### src/rtl/pc_select_pkg.sv
// Shared definitions for the fetch-stage next-PC unit: opcode and pc_src
// encodings, the 2-bit branch counter type and RV32I immediate extraction.
package pc_select_pkg;

    localparam logic [6:0] OP_JAL    = 7'b1101111;
    localparam logic [6:0] OP_BRANCH = 7'b1100011;
    localparam logic [6:0] OP_JALR   = 7'b1100111;

    typedef enum logic [1:0] {
        PCSRC_SEQ   = 2'b00,
        PCSRC_PRED  = 2'b01,
        PCSRC_REDIR = 2'b10
    } pc_src_e;

    // 2-bit saturating counter: bit 1 set means "predict taken".
    typedef logic [1:0] cnt2_t;

    localparam cnt2_t CNT_MAX = 2'b11;
    localparam cnt2_t CNT_MIN = 2'b00;

    function automatic cnt2_t cnt_inc(input cnt2_t c);
        return (c == CNT_MAX) ? c : cnt2_t'(c + 2'd1);
    endfunction

    function automatic cnt2_t cnt_dec(input cnt2_t c);
        return (c == CNT_MIN) ? c : cnt2_t'(c - 2'd1);
    endfunction

    // Raw J-type immediate, 21 bits with bit 20 as sign; caller sign-extends.
    function automatic logic [20:0] imm_j(input logic [31:0] ins);
        return {ins[31], ins[19:12], ins[20], ins[30:21], 1'b0};
    endfunction

    // Raw B-type immediate, 13 bits with bit 12 as sign; caller sign-extends.
    function automatic logic [12:0] imm_b(input logic [31:0] ins);
        return {ins[31], ins[7], ins[30:25], ins[11:8], 1'b0};
    endfunction

endpackage

### src/rtl/pc_select_predictor_bht.sv
// Branch history table: array of 2-bit saturating counters with one
// combinational read port and one synchronous update port. A read of the
// entry being updated in the same cycle returns the pre-update value.
module bht_2bit
    import pc_select_pkg::*;
#(
    parameter int    DEPTH    = 64,
    parameter cnt2_t CNT_INIT = 2'b01,
    localparam int   IDX      = $clog2(DEPTH)
) (
    input  logic           clk,
    input  logic           reset,
    input  logic [IDX-1:0] rd_idx,
    output cnt2_t          rd_cnt,
    input  logic           upd_en,
    input  logic [IDX-1:0] upd_idx,
    input  logic           upd_taken
);

    cnt2_t cnt_q [DEPTH];

    // Read straight from the array, no write-through bypass.
    assign rd_cnt = cnt_q[rd_idx];

    // Reset every counter, otherwise saturate the addressed one toward the outcome.
    always_ff @(posedge clk) begin
        if (reset) begin
            for (int i = 0; i < DEPTH; i++) begin
                cnt_q[i] <= CNT_INIT;
            end
        end else if (upd_en) begin
            cnt_q[upd_idx] <= upd_taken ? cnt_inc(cnt_q[upd_idx])
                                        : cnt_dec(cnt_q[upd_idx]);
        end
    end

endmodule

### src/rtl/pc_select_predictor.sv
// Fetch-stage next-PC unit. Owns the PC register and picks, each cycle,
// between the sequential PC, a predicted JAL/branch target and an EX redirect.
// Conditional branches are predicted from a 2-bit counter table trained by EX.
module pc_select_predictor
    import pc_select_pkg::*;
#(
    parameter int               XLEN      = 32,
    parameter int               BHT_DEPTH = 64,
    parameter logic [XLEN-1:0]  RESET_PC  = 32'h0000_0000,
    parameter logic [1:0]       CNT_INIT  = 2'b01
) (
    input  logic            clk,
    input  logic            reset,
    input  logic            stall,
    input  logic [XLEN-1:0] instr,
    input  logic            ex_valid,
    input  logic            ex_is_branch,
    input  logic [XLEN-1:0] ex_pc,
    input  logic            ex_pred_taken,
    input  logic            ex_taken,
    input  logic [XLEN-1:0] ex_target,
    output logic [XLEN-1:0] pc,
    output logic            pred_taken,
    output logic [1:0]      pc_src,
    output logic            if_flush,
    output logic [31:0]     mispredict_cnt
);

    localparam int IDX = $clog2(BHT_DEPTH);

    logic [6:0]      opcode;
    logic            is_jal;
    logic            is_branch;
    logic [20:0]     j_raw;
    logic [12:0]     b_raw;
    logic [XLEN-1:0] j_off;
    logic [XLEN-1:0] b_off;
    logic [XLEN-1:0] seq_pc;
    logic [XLEN-1:0] pred_target;
    logic [XLEN-1:0] redir_target;
    logic [XLEN-1:0] next_pc;
    logic            mispredict;
    pc_src_e         src_sel;
    cnt2_t           rd_cnt;
    logic [IDX-1:0]  rd_idx;
    logic [IDX-1:0]  upd_idx;
    logic            upd_en;

    assign opcode    = instr[6:0];
    assign is_jal    = (opcode == OP_JAL);
    assign is_branch = (opcode == OP_BRANCH);

    assign j_raw = imm_j(instr[31:0]);
    assign b_raw = imm_b(instr[31:0]);
    assign j_off = {{(XLEN-21){j_raw[20]}}, j_raw};
    assign b_off = {{(XLEN-13){b_raw[12]}}, b_raw};

    // Word-aligned PC bits index the table; the low two bits are always zero.
    assign rd_idx  = pc[IDX+1:2];
    assign upd_idx = ex_pc[IDX+1:2];
    assign upd_en  = ex_valid & ex_is_branch;

    bht_2bit #(
        .DEPTH    (BHT_DEPTH),
        .CNT_INIT (CNT_INIT)
    ) u_bht (
        .clk       (clk),
        .reset     (reset),
        .rd_idx    (rd_idx),
        .rd_cnt    (rd_cnt),
        .upd_en    (upd_en),
        .upd_idx   (upd_idx),
        .upd_taken (ex_taken)
    );

    assign seq_pc       = pc + XLEN'(4);
    assign mispredict   = ex_valid & (ex_taken != ex_pred_taken);
    assign redir_target = ex_taken ? ex_target : (ex_pc + XLEN'(4));

    // Prediction for the instruction at pc; JALR is never predicted.
    always_comb begin
        pred_taken  = 1'b0;
        pred_target = seq_pc;
        if (is_jal) begin
            pred_taken  = 1'b1;
            pred_target = pc + j_off;
        end else if (is_branch) begin
            pred_taken  = rd_cnt[1];
            pred_target = pc + b_off;
        end
    end

    // Next-PC select: redirect beats stall, stall beats prediction.
    always_comb begin
        src_sel  = PCSRC_SEQ;
        if_flush = 1'b0;
        next_pc  = seq_pc;
        if (mispredict) begin
            src_sel  = PCSRC_REDIR;
            if_flush = 1'b1;
            next_pc  = redir_target;
        end else if (stall) begin
            next_pc  = pc;
        end else if (pred_taken) begin
            src_sel  = PCSRC_PRED;
            next_pc  = pred_target;
        end
    end

    assign pc_src = src_sel;

    // PC register.
    always_ff @(posedge clk) begin
        if (reset) begin
            pc <= RESET_PC;
        end else begin
            pc <= next_pc;
        end
    end

    // Redirect counter, saturating at all-ones.
    always_ff @(posedge clk) begin
        if (reset) begin
            mispredict_cnt <= '0;
        end else if (mispredict && (mispredict_cnt != 32'hFFFF_FFFF)) begin
            mispredict_cnt <= mispredict_cnt + 32'd1;
        end
    end

endmodule

### config.mk
export PLATFORM = sky130hd
export DESIGN_NAME = pc_select_predictor
export DESIGN_NICKNAME = d
export VERILOG_FILES = /design/src/rtl/pc_select_pkg.sv /design/src/rtl/pc_select_predictor_bht.sv /design/src/rtl/pc_select_predictor.sv
export SDC_FILE = /design/constraint.sdc
export NUM_CORES = 1
export LEC_CHECK = 0
export CAP_MARGIN = 10
export CORE_AREA = 2 2 180 147
export CTS_CLUSTER_SIZE = 20
export DETAILED_ROUTE_END_ITERATION = 10
export DIE_AREA = 0 0 182 149
export GPL_ROUTABILITY_DRIVEN = 1
export MAX_ROUTING_LAYER = met4
export PLACE_DENSITY_LB_ADDON = 0.15
export RECOVER_POWER = 25
export SLEW_MARGIN = 20
export SYNTH_ARGS = -nofsm -noshare
export SYNTH_HDL_FRONTEND = slang
export SYNTH_SLANG_ARGS = --single-unit
### constraint.sdc
create_clock -name clk -period 3.8 [get_ports clk]
set_clock_uncertainty 0.15 [all_clocks]
set_input_delay 0.76 -clock clk [delete_from_list [all_inputs] [get_ports clk]]
set_output_delay 0.76 -clock clk [all_outputs]
set_load 0.1 [all_outputs]
==> results of run 1 <==
[synthesized netlist by cell type, types with 6 or more instances]
cell	number
dfxtp_1	70
or3_1	13
edfxtp_1	128
o21ai_0	69
a22o_1	8
o211ai_1	13
a211oi_1	21
nand3b_1	6
a21o_1	40
o21bai_1	25
buf_2	38
xor2_1	54
o22ai_1	9
nand3_1	74
mux4_2	8
nor2b_1	7
nor3_1	93
inv_1	31
a31oi_1	21
nand4_1	43
nor2_1	131
a221oi_1	16
ha_1	46
clkbuf_1	73
and4_1	11
a22oi_1	61
or2_2	26
nor4_1	10
and3_1	23
and2_1	15
nand2b_1	8
o21ai_1	20
xnor2_1	57
a21oi_1	99
o221ai_1	7
o31ai_1	7
nand2_1	145
mux2i_1	22
[worst max-delay path: stages (launching register included)]
cell	delay (ps)
dfxtp_4	380
buf_8	140
mux4_2	580
a22oi_2	250
a21oi_1	100
a211o_1	320
o311a_4	160
nor2_8	200
nor2_2	80
buf_12	170
[repair_timing]
item | CTS | global route
pin swaps | 1 | 6
buffers inserted | 1 | 1
endpoints found under the setup margin | 2 | 85
resized for setup | 7 | 13
gates cloned | 1 | 0
[state kept, by name, indices dropped and copies added (netlist names), named ones only]
| signal | flops |
|---|---|
| u_bht.cnt_q | 128 |
| mispredict_cnt | 32 |
| pc | 32 |
[layout by cell type, fill, tap and decap left out, types with 44 or more instances in the layout]
master	count
nor3_1	92
clkdlybuf4s50_1	148
edfxtp_1	128
nand3_1	74
nand2_1	145
o21ai_0	69
buf_4	201
a22oi_1	58
nor2_1	130
a21oi_1	97
dfxtp_1	66
xnor2_1	57
nand4_1	44
ha_1	46
xor2_1	54
[power groups by stage]
stage	sequential (uW)	combinational (uW)	clock, uW
after floorplan	2670	883	0
after global placement	2480	1770	0
after detailed placement	2480	1780	0
after CTS	2440	1810	1950
after global routing	2440	1960	2030
final	2440	1850	1960
[through the flow]
stage	power (uW)	setup TNS [ps]	utilization [%]	setup WS (ps)	hold slack [ps]
after global routing	6432	-3.994	71.33	-2.629	400.7
after global placement	4246	-18310	68.72	-286.8	332.2
final	6253	0	71.33	57.60	369.0
after CTS	6196	0	71.40	0.01799	367.1
after floorplan	3552	0	-	106.0	621.1
after detailed placement	4266	-32340	68.72	-361.0	351.3
[final timing paths]
| kind | endpoint | start | slack, ps | cells past startpoint |
|---|---|---|---|---|
| worst max-delay path | pc_src[0] | register | 60 | 9 |
| worst min-delay path | mispredict_cnt[30]$_SDFFE_PP0P_ | mispredict_cnt[30]$_SDFFE_PP0P_ | 370 | 2 |
| worst max register to register | pc[7]$_SDFFE_PP0N_ | register | 480 | 13 |
| worst min register to register | mispredict_cnt[30]$_SDFFE_PP0P_ | mispredict_cnt[30]$_SDFFE_PP0P_ | 370 | 2 |
[layout make-up]
class / instances / area (sq um) / share of cell area, %
clock buffer: 20 / 478.0 / 2.618
clock inverter: 12 / 146.4 / 0.8018
tap: 330 / 412.9 / 2.262
inverter: 33 / 123.9 / 0.6785
antenna: 1 / 2.502 / 0.01371
multi-input combinational: 1284 / 8377 / 45.88
sequential: 198 / 5253 / 28.77
timing repair buffer: 393 / 3465 / 18.98
[layer usage]
| metal | routed length (um) | up-vias |
|---|---|---|
| met5 | 0 | - |
| met4 | 1473 | 0 |
| met3 | 6706 | 116 |
| met2 | 22180 | 1018 |
| met1 | 21390 | 7094 |
| li1 | - | 6744 |
[cell families after synthesis]
family	count (synthesis)	synth area share [%]
DFF	198	36.87
muxes	32	2.973
xor gates and xnor gates	111	6.834
AOI/OAI and AO/OA	469	22.30
and+or+nand+nor	622	21.85
adders and majority gates	50	4.468
buffers and inverters	154	4.714
==> qor.csv, run 1 <==
metric,value,unit
status,"complete, no violations",
floorplan.die.width,182,um
use_met2,56.01,%
design.portCount,171,
vias,14970,
gr-max-usage-layer,met2,
critical_path_class,reg2out,
grt_usage,38.64,%
power.internal,4102,uW
share_of_the_yosys_chip_area_belonging_to_registers,36.87,%
n_fill_cell,1981,
port_buffers,170,
count_of_endpoints_failing_setup_in_the_final_report,0,
syn-instance-count,1636,
max_transition_margin,15.18,%
cp.required,2890,ps
avgSynthCellArea,8.696,sq um
routed_via_density,6.593,
place.detailed.hpwl,37990,um
seqPwrFrac,39.0,%
cap_violations,0,
dp.cells,2235,
clk_pin_slew,80,ps
synthArstFlopShare,0,%
yosysUniqueCellTypes,84,
layout.nets,2078,
clock_tree_root_buffer_cell,clkbuf_16,
layout_min_cycle_time,3742,ps
route.detailed.wl_per_inst,22.79,um
initial_utilization,55.58,%
clock_sink_count,198,
postSynthNetCount,1787,
worst-slew-pin-transition,1278,ps
crit_arrival,2830,ps
die_area,27120,sq um
synth-seq-cells,198,
post_synthesis_cell_type_with_the_largest_combined_area,edfxtp_1,
grt_first_pass_wirelength,78510,um
startpoint_type,register,
synth.cell_area,14230,sq um
gr-usage-met3,10.69,%
clock_tree_from_tritoncts,built,
share_clk_of_total_power,31.3,%
timing.final.crit_share,98.48,%
instances_no_fill,2271,
ys.warnings.count,0,
synth_largest_type_area_fraction,27.02,%
synth.area.top_cells,"edfxtp_1, dfxtp_1, ha_1",
timing.critical_path.to_type,output port,
clock_tree.buffer_depth,2,
detailed_place.area,17590,sq um
timing.fmax,267.2,MHz
drcViolationCount,0,
wl,51760,um
antenna_nets_post_route,0,
vias_in_the_first_global_route,14100,
number_of_buffers_inserted_during_clock_tree_synthesis,17,
timing_max_transition_violations_final,0,
clock_tree.htree_level_count,4,
vdd_ir_drop_max,0.0003011,V
min_path_type,reg2reg,
switching_share,34.39,%
dominantRegCellSynth,edfxtp_1,
cts_hold_repair.buffers,0,
antenna_found_initial,1,
combinationalPowerShare,29.7,%
grt_max_degree,122,
hold_viol,0,
power.switching,2151,uW
rows,53,
detailedRoute.firstIterationViolations,2042,
insertion_delay_of_the_later_clocked_pin_in_the_worst_skew_pair,450,ps
drtPass1Iterations,8,
grt.met1_usage,52.10,%
synth_enable_flop_cells,128,
static-leakage-power,0.006608,uW
final_area,18260,sq um
globalRoute.totalOverflow,0,
placeableCoreArea,25600,sq um
die_h,149,um
critical_path.max_fanout,5,
power_density,342.5,nW/um^2
routabilityCongestion,0.9946,
final_layout_size_suffix_gt1_share,16.80,%
area_delta_synth_final,28.34,%
Power figures use the tool's default switching activity.
==> inputs of run 2 (changes only) <==
ABC_CLOCK_PERIOD_IN_PS = 3800   (was not set)
==> results of run 2 <==
Final layout, timing and power as in run 1 (identical DEF).
